--- config.mk ---
export PLATFORM = sky130hd
export DESIGN_NAME = demux8bit2way_buf
export DESIGN_NICKNAME = d
export VERILOG_FILES = /design/src/rtl/demux_pkg.sv /design/src/rtl/demux_slot.sv /design/src/rtl/demux8bit2way_buf.sv
export SDC_FILE = /design/constraint.sdc
export NUM_CORES = 1
export LEC_CHECK = 0
export CAP_MARGIN = 40
export CORE_MARGIN = 3
export CORE_UTILIZATION = 38
export CTS_BUF_LIST = sky130_fd_sc_hd__clkbuf_4
export DETAILED_ROUTE_END_ITERATION = 8
export GPL_ROUTABILITY_DRIVEN = 0
export PLACE_DENSITY = 0.82
export SLEW_MARGIN = 20
export SYNTH_ARGS = -nofsm -noshare
export SYNTH_HDL_FRONTEND = slang
export SYNTH_SLANG_ARGS = --single-unit
export TNS_END_PERCENT = 5
--- constraint.sdc ---
create_clock -name clk -period 0.9 [get_ports clk]
set_input_delay 0.09 -clock clk [delete_from_list [all_inputs] [get_ports clk]]
set_output_delay 0.09 -clock clk [all_outputs]
set_load 0.01 [all_outputs]
--- src/rtl/demux_pkg.sv ---
// Shared constants and types for the registered 1-to-2 demultiplexer.
package demux_pkg;
    localparam int DEMUX_WIDTH = 8;
    localparam int CNT_W       = 8;

    localparam logic SEL_CH1 = 1'b0;
    localparam logic SEL_CH2 = 1'b1;

    typedef enum logic {
        SLOT_EMPTY = 1'b0,
        SLOT_FULL  = 1'b1
    } slot_state_e;
endpackage

--- src/rtl/demux_slot.sv ---
// One-entry holding buffer with valid/ready drain and same-cycle refill.
// The current slot state is exported on `state` for observation.
module demux_slot
    import demux_pkg::*;
#(
    parameter int W = DEMUX_WIDTH
) (
    input  logic         clk,
    input  logic         rst_n,
    input  logic         wr_en,
    input  logic [W-1:0] wr_data,
    input  logic         rd_ready,
    output logic         valid,
    output logic [W-1:0] data,
    output logic         can_accept,
    output slot_state_e  state
);
    slot_state_e  state_q, state_d;
    logic [W-1:0] data_q, data_d;

    always_comb begin
        state_d = state_q;
        data_d  = data_q;
        case (state_q)
            SLOT_EMPTY: begin
                if (wr_en) begin
                    state_d = SLOT_FULL;
                    data_d  = wr_data;
                end
            end
            SLOT_FULL: begin
                // A write into a full slot only happens when the word is leaving.
                if (rd_ready) begin
                    if (wr_en) begin
                        data_d = wr_data;
                    end else begin
                        state_d = SLOT_EMPTY;
                    end
                end
            end
            default: state_d = SLOT_EMPTY;
        endcase
    end

    always_ff @(posedge clk) begin
        if (!rst_n) begin
            state_q <= SLOT_EMPTY;
            data_q  <= '0;
        end else begin
            state_q <= state_d;
            data_q  <= data_d;
        end
    end

    assign valid      = (state_q == SLOT_FULL);
    assign data       = data_q;
    assign can_accept = (state_q == SLOT_EMPTY) || rd_ready;
    assign state      = state_q;
endmodule

--- src/rtl/demux8bit2way_buf.sv ---
// Registered 1-to-2 demux: steers a tagged producer stream into two buffered channels.
// Optional per-channel acceptance counters when DEMUX_STATUS_EN is defined.
module demux8bit2way_buf
    import demux_pkg::*;
#(
    parameter int WIDTH = DEMUX_WIDTH
) (
    input  logic             clk,
    input  logic             rst_n,
    input  logic [WIDTH-1:0] in_data,
    input  logic             in_sel,
    input  logic             in_valid,
    output logic             in_ready,
    output logic [WIDTH-1:0] out1_data,
    output logic             out1_valid,
    input  logic             out1_ready,
    output logic [WIDTH-1:0] out2_data,
    output logic             out2_valid,
    input  logic             out2_ready
`ifdef DEMUX_STATUS_EN
    ,
    output logic [CNT_W-1:0] cnt1,
    output logic [CNT_W-1:0] cnt2
`endif
);
    // Handshake: a word moves on any cycle where valid && ready at the rising edge.
    // in_ready depends only on the addressed slot, never on in_valid.
    logic        acc1, acc2;
    logic        wr1, wr2;
    slot_state_e slot1_state, slot2_state;

    always_comb begin
        in_ready = (in_sel == SEL_CH1) ? acc1 : acc2;
        wr1      = in_valid && in_ready && (in_sel == SEL_CH1);
        wr2      = in_valid && in_ready && (in_sel == SEL_CH2);
    end

    demux_slot #(.W(WIDTH)) u_slot1 (
        .clk        (clk),
        .rst_n      (rst_n),
        .wr_en      (wr1),
        .wr_data    (in_data),
        .rd_ready   (out1_ready),
        .valid      (out1_valid),
        .data       (out1_data),
        .can_accept (acc1),
        .state      (slot1_state)
    );

    demux_slot #(.W(WIDTH)) u_slot2 (
        .clk        (clk),
        .rst_n      (rst_n),
        .wr_en      (wr2),
        .wr_data    (in_data),
        .rd_ready   (out2_ready),
        .valid      (out2_valid),
        .data       (out2_data),
        .can_accept (acc2),
        .state      (slot2_state)
    );

`ifdef DEMUX_STATUS_EN
    localparam logic [CNT_W-1:0] CNT_MAX = {CNT_W{1'b1}};
    logic [CNT_W-1:0] cnt1_q, cnt1_d, cnt2_q, cnt2_d;

    // Counters saturate rather than wrap so a stuck-high value means "many".
    always_comb begin
        cnt1_d = cnt1_q;
        cnt2_d = cnt2_q;
        if (wr1 && (cnt1_q != CNT_MAX)) cnt1_d = cnt1_q + 1'b1;
        if (wr2 && (cnt2_q != CNT_MAX)) cnt2_d = cnt2_q + 1'b1;
    end

    always_ff @(posedge clk) begin
        if (!rst_n) begin
            cnt1_q <= '0;
            cnt2_q <= '0;
        end else begin
            cnt1_q <= cnt1_d;
            cnt2_q <= cnt2_d;
        end
    end

    assign cnt1 = cnt1_q;
    assign cnt2 = cnt2_q;
`endif
endmodule

======== Word level (Yosys, flattened, before mapping) ========
Index checks and enable logic that the tools add are counted.
storage, ports and cells
  logic and storage cells ................. 27
  input bits .............................. 14
  flip-flop bits (word level) ............. 18
cells by class
  reductions and logical operators ........ 5
  muxes and demuxes ....................... 13
  eq/ne operators ......................... 2
  bitwise gates (word level) .............. 3
operators with widths
  operator                               number
  8-bit 2-to-1 mux                       4
  8-bit one-hot mux with 2 select lines  2
  1-bit 2-to-1 mux                       5
  2-bit != test (second input constant)  2
  1-bit one-hot mux with 2 select lines  2
  1-bit logical AND                      3
  1-bit inverter                         3
  1-bit logical OR                       2

======== Logic depth before layout (Yosys ltp) ========
  word-level depth ........................ 8
  depth in mapped cells ................... 4
  gate-level depth less buffers ........... 3

======== By module ========
From an unflattened synthesis, not the netlist that was laid out.
second synthesis, totals
  cell total of the unflattened synthesis .. 85
  area, all modules ....................... 798.3 um^2
by module, submodules not included
  module             instances  area each (um^2)  sequential area each (um^2)  cells an instance
  demux_slot         2          382.9             180.2                        41
  demux8bit2way_buf  1          32.5              0.0                          3

======== Worst setup path after synthesis ========
No wires, ideal clock.
  path kind ............................... register -> register
  start ................................... register u_slot2.state_q (netlist: u_slot2.state)
  end ..................................... register u_slot2.data_q[0] (netlist: u_slot2.data[0])
  buffers on the path ..................... 0
  arrival time ............................ 877 ps
  slack ................................... -49 ps
  cell stages (with the launch flop) ...... 4
  library setup time ...................... 72 ps
  required time ........................... 828 ps
  clock period less this slack ............ 949 ps
  path through ............................ dfxtp_1 > and2b_4 > nor2_8 > mux2i_1
on the way
  word-level cells in the longest chain between the ends .. 8
  elaborated cells between the ends (all ways) .. 9
RTL lines
  element                                RTL line                            source
  start: declaration                     demux_slot.sv:18                    slot_state_e state_q, state_d;
  start signal: assignment               demux_slot.sv:50                    state_q <= state_d;
  1-bit inverter                         demux_slot.sv:24, demux_slot.sv:57
  1-bit logical OR                       demux_slot.sv:57                    assign can_accept = (state_q == SLOT_EMPTY) || rd_ready;
  1-bit 2-to-1 mux                       demux8bit2way_buf.sv:33             in_ready = (in_sel == SEL_CH1) ? acc1 : acc2;
  1-bit logical AND (2 in series)        demux8bit2way_buf.sv:35             wr2 = in_valid && in_ready && (in_sel == SEL_CH2);
  8-bit 2-to-1 mux (2 in series)         --
  8-bit one-hot mux with 2 select lines  demux_slot.sv:24                    case (state_q)
  end signal: assignment                 demux_slot.sv:51                    data_q <= data_d;
  end: declaration                       demux_slot.sv:19                    logic [W-1:0] data_q, data_d;
Several ways; a longest one is shown, not always the timed one. The select of a mux whose other input is x is not followed.
A chain may end at the register's enable or synchronous reset.

======== Final worst setup path ========
  start ................................... register u_slot2.state_q (netlist: u_slot2.state)
  end ..................................... output in_ready
on the way
  word-level cells in the longest chain between the ends .. 3
RTL lines
  element           RTL line                 source
  1-bit inverter    demux_slot.sv:57
  1-bit logical OR  demux_slot.sv:57
  1-bit 2-to-1 mux  demux8bit2way_buf.sv:33
  end: declaration  demux8bit2way_buf.sv:13  output logic in_ready,
Every way passes these cells.

==> flow_summary.yaml <==
run_status:
  status: "finished with violations"
  violations: "setup timing"
floorplan:
  row_count: 15
  ios: 33
  die_x_um: 50
  dieArea_mm2: 0.002500
  core_mm2: 0.001783
  die_h_um: 50
  start_util: 0.4126
worst_setup_path:
  cp_max_fo: 2
  critical_path_class: "reg2out"
  cp-start-kind: "flip-flop"
  cpPeakStageDelay_ps: 330
  worstPathCellList: "and2b_4, a21oi_2, buf_2"
  timing.rr.start: "u_slot2.state$_SDFF_PN0_"
  reg2reg_to: "u_slot2.data[3]$_SDFFE_PN0P_"
  worstPathArrival_ps: 1020
  critPathRequiredTime_ps: 810
  r2r_cells: 4
  crit_slowest_cell: "dfxtp_2"
  worst_setup_path_end_kind: "output pin"
  ff2ff_setup_slack_ps: -200
global_route:
  grt_pass1_wl_mm: 2.704
  grt_max_degree: 27
  overflow: 0
  grt_pass1_vias: 595
  antenna_found_initial: 0
  grt.total_usage: 0.1415
sta:
  slew-limit-headroom: 0.8550
  worst_slew_pin_slew_ps: 217.5
  min_period_over_period: 1.237
  report.final.slew_viol_count: 0
  finalHoldViolCount: 0
  skew_ps: 8.227
  setup_viol: 19
  period_needed_ps: 1113
  rsz0062_at_grt: "yes"
  hold_ws_ps: 360.1
  worst_slack_ps: -213.4
  clock.fmax_mhz: 898.1
min_path:
  hold_path_end: "u_slot1.data[4]$_SDFFE_PN0P_"
  min_path_type: "in2reg"
  hold_start: "in_data[4]"
  hold_depth: 3
cts:
  cts_setup_buffers: 0
  clockBufferDepth: 2
  cts_sinks: 18
  clk_pin_slew_ps: 110
  hold_buffers: 0
  clock_tree.root_cell: "clkbuf_4"
  insertion_delay_ps: 300
  htreeDepth: 1
  cts_made_buffers: 3
  cts_tree: "built"
pwr:
  power.density_mw_per_mm2: 1448
  p_leak_nw: 0.5171
  power_mw: 1.551
  peakVddDrop_v: 0.0007361
placement:
  place_hpwl_mm: 1.155
  numPortBuffers: 32
route:
  ant_nets: 0
  post_drt_via_cell_ratio: 4.594
  firstDrtPassIters: 2
  totalWireLength_mm: 1.547
  drc: 0
  vias: 611
  first_iter_violations: 8
  routedWlPerCell_um: 11.63
synth:
  yosysUniqueCellTypes: 15
  ys_ff_latch: 18
  syn_inst: 71
  synth_nets: 85
  syn_avg_cell_area_um2: 10.36
  seq_area_frac_synth: 0.4898
  synth_area_um2: 735.7
  synth_warnings: 0
final_layout:
  nets: 123
  area_delta_synth_final_pct: 45.58
  fin_util: 0.6007
  antennaDiodeCount: 0
  mostFrequentLayoutCell: "nand2_1"
  drive_gt1_frac: 0.4630
  layout_common_cells: "24 x nand2_1, 18 x buf_2, 18 x dfxtp_2"
flow_run:
  drv_cap: 0
-- stage by stage --
stage	setup TNS, ps	instances	cell area [µm²]	worst slack [ps]
2_1_floorplan	-112.0	71	738.2	-14.00
6_report	-2303	133	1071	-213.4
3_5_place_dp	-8181	129	1109	-605.5
5_1_grt	-3693	133	1071	-284.2
3_3_place_gp	-7811	129	1109	-568.4
4_1_cts	-2507	133	1071	-220.7
-- final cells by class --
cell class	count	area, µm²
timing repair buffer	37	282.8
fill	158	711.9
clock inverter	1	3.754
multi-input combinational	49	347.8
tap	25	31.28
sequential	18	382.9
clock buffer	3	22.52
-- sequential cells by signal, indices dropped and copies added (netlist names) --
register and flops:
u_slot1.data 8, u_slot1.state 1, u_slot2.data 8, u_slot2.state 1
-- per-layer routing --
layer,GRT usage,part of all wire,wire length [µm],vias up
met5,0,0,0,-
met4,0.06912,0.017,26,0
met3,0.04532,0.069,106,4
met2,0.2174,0.45,703,23
met1,0.1759,0.46,710,278
li1,-,-,-,306
-- worst max-delay path by stage --
stage                        startpoint                      endpoint  slack (ps)
3_3_place_gp                 out2_ready                      in_ready        -570
3_5_place_dp                 out2_ready                      in_ready        -610
2_1_floorplan  u_slot2.state$_SDFF_PN0_  u_slot2.data[0]$_SDFFE_PN0P_         -10
4_1_cts        u_slot2.state$_SDFF_PN0_                      in_ready        -220
5_1_grt        u_slot2.state$_SDFF_PN0_                      in_ready        -280
6_report       u_slot2.state$_SDFF_PN0_                      in_ready        -210
-- worst max-delay path: cells and delay by family, from the launching register on --
kind	cells	cell delay [ps]
flops	1	330
compound gates	1	100
buf+inv	1	140
simple gates	1	160
-- cell usage after synthesis --
cell type	n	area share
buf_2	1	0.0068
a21oi_1	1	0.0068
buf_6	1	0.015
nor2_1	1	0.0051
nand2_2	1	0.0085
nand3b_4	1	0.027
a21boi_1	1	0.010
buf_4	2	0.020
nand2b_4	1	0.019
dfxtp_1	18	0.49
o21a_1	1	0.010
mux2i_1	16	0.22
and2b_4	1	0.014
nor2_8	1	0.027
nand2_1	24	0.12
-- where the power goes --
group | switching [mW] | leakage [nW] | internal, mW
clock | 0.250 | 0.0154 | 0.161
sequential | 0.0198 | 0.155 | 0.846
combinational | 0.122 | 0.347 | 0.151
-- repair_timing --
item                                    CTS  global route
endpoints found under the setup margin   37            21
pin swaps                                 2             0
gates resized for setup                  91             0
endpoints found under the hold margin     0             0
-- kinds of logic after synthesis --
logic type / share of synthesized area
muxes: 0.2177
AOI/OAI and AO/OA: 0.02721
buffers and inverters: 0.04250
DFF: 0.4898
and+or+nand+nor: 0.2228
Power figures use the tool's default switching activity.
